`src/rtl/dtree_pkg.sv`:
```
// Shared types and helpers for the decision-tree feature front end.
package dtree_pkg;

   typedef enum logic [1:0] {LOAD, DRAIN, SETTLE, HOLD} state_t;

   localparam int unsigned FEAT_W_DEF  = 8;
   localparam int unsigned CLASS_W_DEF = 5;

   // Bit offset of feature slot 'slot' inside the flat feature bus.
   function automatic int unsigned slot_lsb(input int unsigned slot, input int unsigned feat_w);
      return slot * feat_w;
   endfunction

endpackage

```
`src/rtl/dtree_feat_regfile.sv`:
```
// Write-indexed bank of feature registers presented as one flat bus.
module dtree_feat_regfile
   import dtree_pkg::*;
#(
   parameter int unsigned NUM_FEAT = 7,
   parameter int unsigned FEAT_W   = FEAT_W_DEF,
   parameter int unsigned IDX_W    = 3
) (
   input  logic                       clk,
   input  logic                       rst_n,
   input  logic                       we,
   input  logic [IDX_W-1:0]           widx,
   input  logic [FEAT_W-1:0]          wdata,
   output logic [NUM_FEAT*FEAT_W-1:0] bus
);

   always_ff @(posedge clk or negedge rst_n) begin
      if (!rst_n) begin
         bus <= '0;
      end else begin
         for (int unsigned i = 0; i < NUM_FEAT; i++) begin
            if (we && (widx == IDX_W'(i))) begin
               bus[slot_lsb(i, FEAT_W) +: FEAT_W] <= wdata;
            end
         end
      end
   end

endmodule

```
`src/rtl/dtree_feature_frontend.sv`:
```
// Byte-serial to parallel feature assembler that holds the tree inputs,
// samples the class after a settle window and offers it on a result port.
module dtree_feature_frontend
   import dtree_pkg::*;
#(
   parameter int unsigned NUM_FEAT      = 7,
   parameter int unsigned FEAT_W        = FEAT_W_DEF,
   parameter int unsigned CLASS_W       = CLASS_W_DEF,
   parameter int unsigned SETTLE_CYCLES = 2
) (
   input  logic                       clk,
   input  logic                       rst_n,
   input  logic                       s_valid,
   output logic                       s_ready,
   input  logic [FEAT_W-1:0]          s_data,
   input  logic                       s_last,
   output logic [NUM_FEAT*FEAT_W-1:0] feat_bus,
   input  logic [CLASS_W-1:0]         cls_in,
   output logic                       m_valid,
   input  logic                       m_ready,
   output logic [CLASS_W-1:0]         m_class,
   output logic                       frame_err,
   output logic [15:0]                frame_cnt
);

   localparam int unsigned IDX_W  = (NUM_FEAT > 1) ? $clog2(NUM_FEAT) : 1;
   localparam int unsigned CNT_W  = 4;
   localparam int unsigned FCNT_W = 16;
   localparam logic [IDX_W-1:0] LAST_IDX = IDX_W'(NUM_FEAT - 1);

   state_t              state_q, state_d;
   logic [IDX_W-1:0]    idx_q, idx_d;
   logic [CNT_W-1:0]    cnt_q, cnt_d;
   logic                s_ready_d, m_valid_d, frame_err_d;
   logic [CLASS_W-1:0]  m_class_d;
   logic [FCNT_W-1:0]   frame_cnt_d;
   logic                xfer;
   logic                wr_en;

   assign xfer = s_valid && s_ready;

   dtree_feat_regfile #(
      .NUM_FEAT (NUM_FEAT),
      .FEAT_W   (FEAT_W),
      .IDX_W    (IDX_W)
   ) u_regfile (
      .clk   (clk),
      .rst_n (rst_n),
      .we    (wr_en),
      .widx  (idx_q),
      .wdata (s_data),
      .bus   (feat_bus)
   );

   // Next-state and registered-output decode
   always_comb begin
      state_d     = state_q;
      idx_d       = idx_q;
      cnt_d       = cnt_q;
      m_valid_d   = m_valid;
      m_class_d   = m_class;
      frame_cnt_d = frame_cnt;
      frame_err_d = 1'b0;
      wr_en       = 1'b0;
      case (state_q)
         LOAD: begin
            if (xfer) begin
               wr_en = 1'b1;
               if (idx_q == LAST_IDX) begin
                  idx_d = '0;
                  if (s_last) begin
                     state_d = SETTLE;
                     cnt_d   = CNT_W'(SETTLE_CYCLES);
                  end else begin
                     state_d = DRAIN;
                  end
               end else if (s_last) begin
                  idx_d       = '0;
                  frame_err_d = 1'b1;
               end else begin
                  idx_d = idx_q + IDX_W'(1);
               end
            end
         end
         DRAIN: begin
            if (xfer && s_last) begin
               idx_d       = '0;
               frame_err_d = 1'b1;
               state_d     = LOAD;
            end
         end
         SETTLE: begin
            cnt_d = cnt_q - CNT_W'(1);
            // Tree output is only trusted once the settle window has elapsed
            if (cnt_q == CNT_W'(1)) begin
               m_class_d   = cls_in;
               m_valid_d   = 1'b1;
               frame_cnt_d = frame_cnt + FCNT_W'(1);
               state_d     = HOLD;
            end
         end
         HOLD: begin
            if (m_ready) begin
               m_valid_d = 1'b0;
               state_d   = LOAD;
            end
         end
         default: begin
            state_d = LOAD;
         end
      endcase
      s_ready_d = (state_d == LOAD) || (state_d == DRAIN);
   end

   always_ff @(posedge clk or negedge rst_n) begin
      if (!rst_n) begin
         state_q   <= LOAD;
         idx_q     <= '0;
         cnt_q     <= '0;
         s_ready   <= 1'b0;
         m_valid   <= 1'b0;
         m_class   <= '0;
         frame_err <= 1'b0;
         frame_cnt <= '0;
      end else begin
         state_q   <= state_d;
         idx_q     <= idx_d;
         cnt_q     <= cnt_d;
         s_ready   <= s_ready_d;
         m_valid   <= m_valid_d;
         m_class   <= m_class_d;
         frame_err <= frame_err_d;
         frame_cnt <= frame_cnt_d;
      end
   end

endmodule

```
`config.mk`:
```
export PLATFORM = sky130hd
export DESIGN_NAME = dtree_feature_frontend
export DESIGN_NICKNAME = d
export VERILOG_FILES = /design/src/rtl/dtree_pkg.sv /design/src/rtl/dtree_feat_regfile.sv /design/src/rtl/dtree_feature_frontend.sv
export SDC_FILE = /design/constraint.sdc
export NUM_CORES = 1
export LEC_CHECK = 0
export CAP_MARGIN = 20
export CELL_PAD_IN_SITES_DETAIL_PLACEMENT = 2
export CELL_PAD_IN_SITES_GLOBAL_PLACEMENT = 2
export CORE_MARGIN = 2
export CORE_UTILIZATION = 32
export CTS_CLUSTER_DIAMETER = 150
export DETAILED_ROUTE_END_ITERATION = 10
export GPL_TIMING_DRIVEN = 0
export PLACE_DENSITY_LB_ADDON = 0.1
export SKIP_LAST_GASP = 1
export SLEW_MARGIN = 20
export SYNTH_ARGS = -nofsm -noshare
export SYNTH_HDL_FRONTEND = slang
export SYNTH_SLANG_ARGS = --single-unit
```
`constraint.sdc`:
```
create_clock -name clk -period 2.4 [get_ports clk]
set_clock_uncertainty 0.2 [all_clocks]
set_input_delay 0.36 -clock clk [delete_from_list [all_inputs] [get_ports clk]]
set_output_delay 0.36 -clock clk [all_outputs]
set_load 0.05 [all_outputs]
```
==> out/metrics.csv <==
stage,metric,value,unit
critical_path,"slowest stage delay, CP",0.85,ns
die,Starting Density,32.5,%
sta,fin worst setup slack,0.191,ns
sta,min Tclk post-route,2.21,ns
critical_path,FF-to-FF End,u_regfile.bus[17],
power_and_ir_drop,Pleak,2.27,nW
layout,"commonest non-fill, non-tap cell in the layout",clkdlybuf4s50_1,
critical_path,"setup slack, reg-to-reg",0.22,ns
place,hpwl dp,6620,um
synthesis,post-synth cell types,41,
routing,Detailed Routing Iterations Pass 1,3,
power_and_ir_drop,VDD IR max,0.767,mV
global_routing,global-route usage over all layers,16.6,%
critical_path,type of element capturing the critical path,output port,
place,Placer Congestion,0.715,
synthesis,asr flop ratio synth,100,%
global_routing,largest net degree at the start of global routing,68,
sta,Slew HR,63.2,%
place,number of I/O port buffers,97,
critical_path,Worst Path Buf+Inv,1,
layout,most frequent cells in the layout,"96 x clkdlybuf4s50_1, 89 x dfrtp_1, 56 x mux2_2",
critical_path,slowest CP cell,clkdlybuf4s50_1,
critical_path,r2r startpoint,state_q[1],
synthesis,ranking of synthesized cells by area,"dfrtp_1 60%, mux2_2 17%, nand2_1 3.5%",
routing,Via density,4.86,
run,maxcap violations,0,
critical_path,Worst Path Arrival,1.65,ns
die,core box area,0.0113,mm^2
critical_path,crit path max fanout,6,
clock_network,root buffer cell,clkbuf_16,
place,DP Worst Slack,-0.118,ns
layout,diode count,0,
layout,Fill cells,1140,
synthesis,largest area contributor in the netlist,dfrtp_1,
die,I/O pin total,98,
routing,drt wl/cell,18.0,um
synthesis,Synth Instances,279,
clock_network,Clock Tree Buf Depth,2,
sta,Hold Fails Final Rpt,0,
synthesis,Syn Nets,305,
die,Die Span X,111,um
synthesis,Yosys top cell area share,60.5,%
clock_network,CTS H-Tree Depth,3,
global_routing,grt total ovfl,0,
synthesis,Mean Syn Cell Area,13.2,um^2
global_routing,first-pass GRT wire length,15900,um
global_routing,vias in the first global route,2921,
clock_network,Worst-path clk slew,0.06,ns
critical_path,CP cell instances,clkdlybuf4s50_1,
synthesis,synthesized cell area,0.00368,mm^2
die,die area,0.0124,mm^2
critical_path,critical setup path kind,reg2out,
global_routing,initial antenna violation count,0,
clock_network,CTS buffer count,9,
die,FP Rows,39,
routing,Iteration-0 DRC Markers,47,
synthesis,number of synthesized register bits,89,
layout,nets,415,
power_and_ir_drop,total power,7.60,mW
hold_path,Min-Delay Path Class,in2async,
critical_path,Startpoint Class,flop,
sta,"Setup violations, final",0,
routing,DRC Markers,0,
critical_path,worst endpoint required time,1.84,ns
synthesis,post-synthesis sequential area ratio,60.5,%
die,Die Y,111,um
clock_network,Clock Latency Late Sink,0.34,ns
power_and_ir_drop,pwr/cell area,1470,mW/mm^2
synthesis,Syn. warnings,0,
layout,share of layout cells above drive strength 1,21.1,%
synthesis,Post-synth EDFFs,0,
clock_network,CTS tree,done,
synthesis,"Top FF cell, synth",dfrtp_1,
sta,RSZ-0062 raised after global routing,no,
layout,"Area growth, synth to finish",40.0,%
sta,fmax,453,MHz
sta,slew of the pin with the lowest slew margin,0.550,ns
clock_network,CTS sink count,89,
routing,DRT antenna net count,0,
critical_path,"delay-heaviest family, CP",buffers and inverters,
clock_network,Post CTS Setup Buffer Count,0,
sta,Final Max Slew Viols,0,
run_status,status,completed,
critical_path,Worst R2R Path Depth,5,
routing,DRT Wirelength,9650,um
sta,Final Cycle Share,92.0,%
routing,vias post-DR,2609,
==> per-stage QoR <==
step / cells / setup TNS, ns / instance area [um^2] / hold slack [ns] / utilization, %
2_1_floorplan: 279 / 0 / 3680 / -0.136 / -
3_3_place_gp: 519 / -242.96 / 4830 / 0.256 / 42.7
3_5_place_dp: 520 / -1.66 / 4860 / 0.0341 / 42.9
4_1_cts: 537 / 0 / 5150 / 0.239 / 45.5
5_1_grt: 537 / 0 / 5160 / 0.264 / 45.5
6_report: 537 / 0 / 5160 / 0.239 / 45.5
==> kinds of logic (layout without fill, tap and decap cells) <==
family / count (synthesis) / after routing / synth area share, %
buffers and inverters: 12 / 127 / 1.53
AO/OA/AOI/OAI: 17 / 17 / 2.92
XOR/XNOR: 15 / 15 / 3.77
multiplexers: 57 / 57 / 17.4
adder cells (fa/ha/maj): 8 / 8 / 2.72
AND/OR/NAND/NOR: 81 / 81 / 11.2
flip-flops: 89 / 89 / 60.5
==> report_power, final <==
| part | total, mW | leakage, nW | internal, mW | switching, mW |
|---|---|---|---|---|
| Combinational | 3.93 | 1.03 | 1.42 | 2.51 |
| Sequential | 2.35 | 1.11 | 2.05 | 0.303 |
| Clock | 1.33 | 0.133 | 0.758 | 0.567 |
| Total | 7.60 | 2.27 | 4.23 | 3.38 |
==> cell type report <==
cell class / count / area (um^2) / share of cell area [%]
Sequential cell: 89 / 2230 / 43.2
Tap cell: 143 / 179 / 3.47
Clock buffer: 14 / 264 / 5.12
Buffer: 5 / 30.0 / 0.582
Timing Repair Buffer: 99 / 1010 / 19.6
Multi-Input combinational cell: 178 / 1410 / 27.3
Inverter: 7 / 26.3 / 0.510
Clock inverter: 2 / 12.5 / 0.243
==> worst max-delay path by stage <==
stage,depth (start not counted),slack [ns],start,end
floorplan,4,0.29,frame_cnt[2],frame_cnt[11]
global placement,1,-2.73,rst_n,u_regfile.bus[13]
detailed placement,5,-0.12,s_valid,u_regfile.bus[46]
CTS,6,0.05,idx_q[0],cnt_q[3]
global route,5,0.07,state_q[1],u_regfile.bus[17]
finish,1,0.19,frame_cnt[2],frame_cnt[2]
==> flip-flops by register name, indices dropped and copies added (netlist names) <==
| name | count |
|---|---|
| u_regfile.bus | 56 |
| s_ready | 1 |
| cnt_q | 4 |
| state_q | 2 |
| m_class | 5 |
| idx_q | 3 |
| frame_cnt | 16 |
| m_valid | 1 |
| frame_err | 1 |
==> synth_stat cells, types with 2 or more instances <==
cell      instances
inv_1             7
a21oi_1           2
dfrtp_1          89
nand3_1           9
nor2b_1           2
nand4_1           4
and3_1            2
ha_1              8
nand3_2           2
clkbuf_1          3
xor2_1            5
nor2_1           15
xnor2_1           9
o21ai_0           7
mux2_2           56
nand2_1          34
==> routing by layer <==
layer	track usage [%]	wire length [um]	vias up
met3	6.34	667	12
met4	6.42	169	0
met1	20.0	4020	1341
li1	-	-	1191
met2	27.0	4790	65
met5	0	0	-
==> timing repair <==
item | 4_1_cts | 5_1_grt
resized for setup | 0 | 2
endpoints found under the hold margin | 22 | 0
hold buffers | 1 | 0
setup endpoints to repair | 0 | 3
Power figures use the tool's default switching activity.
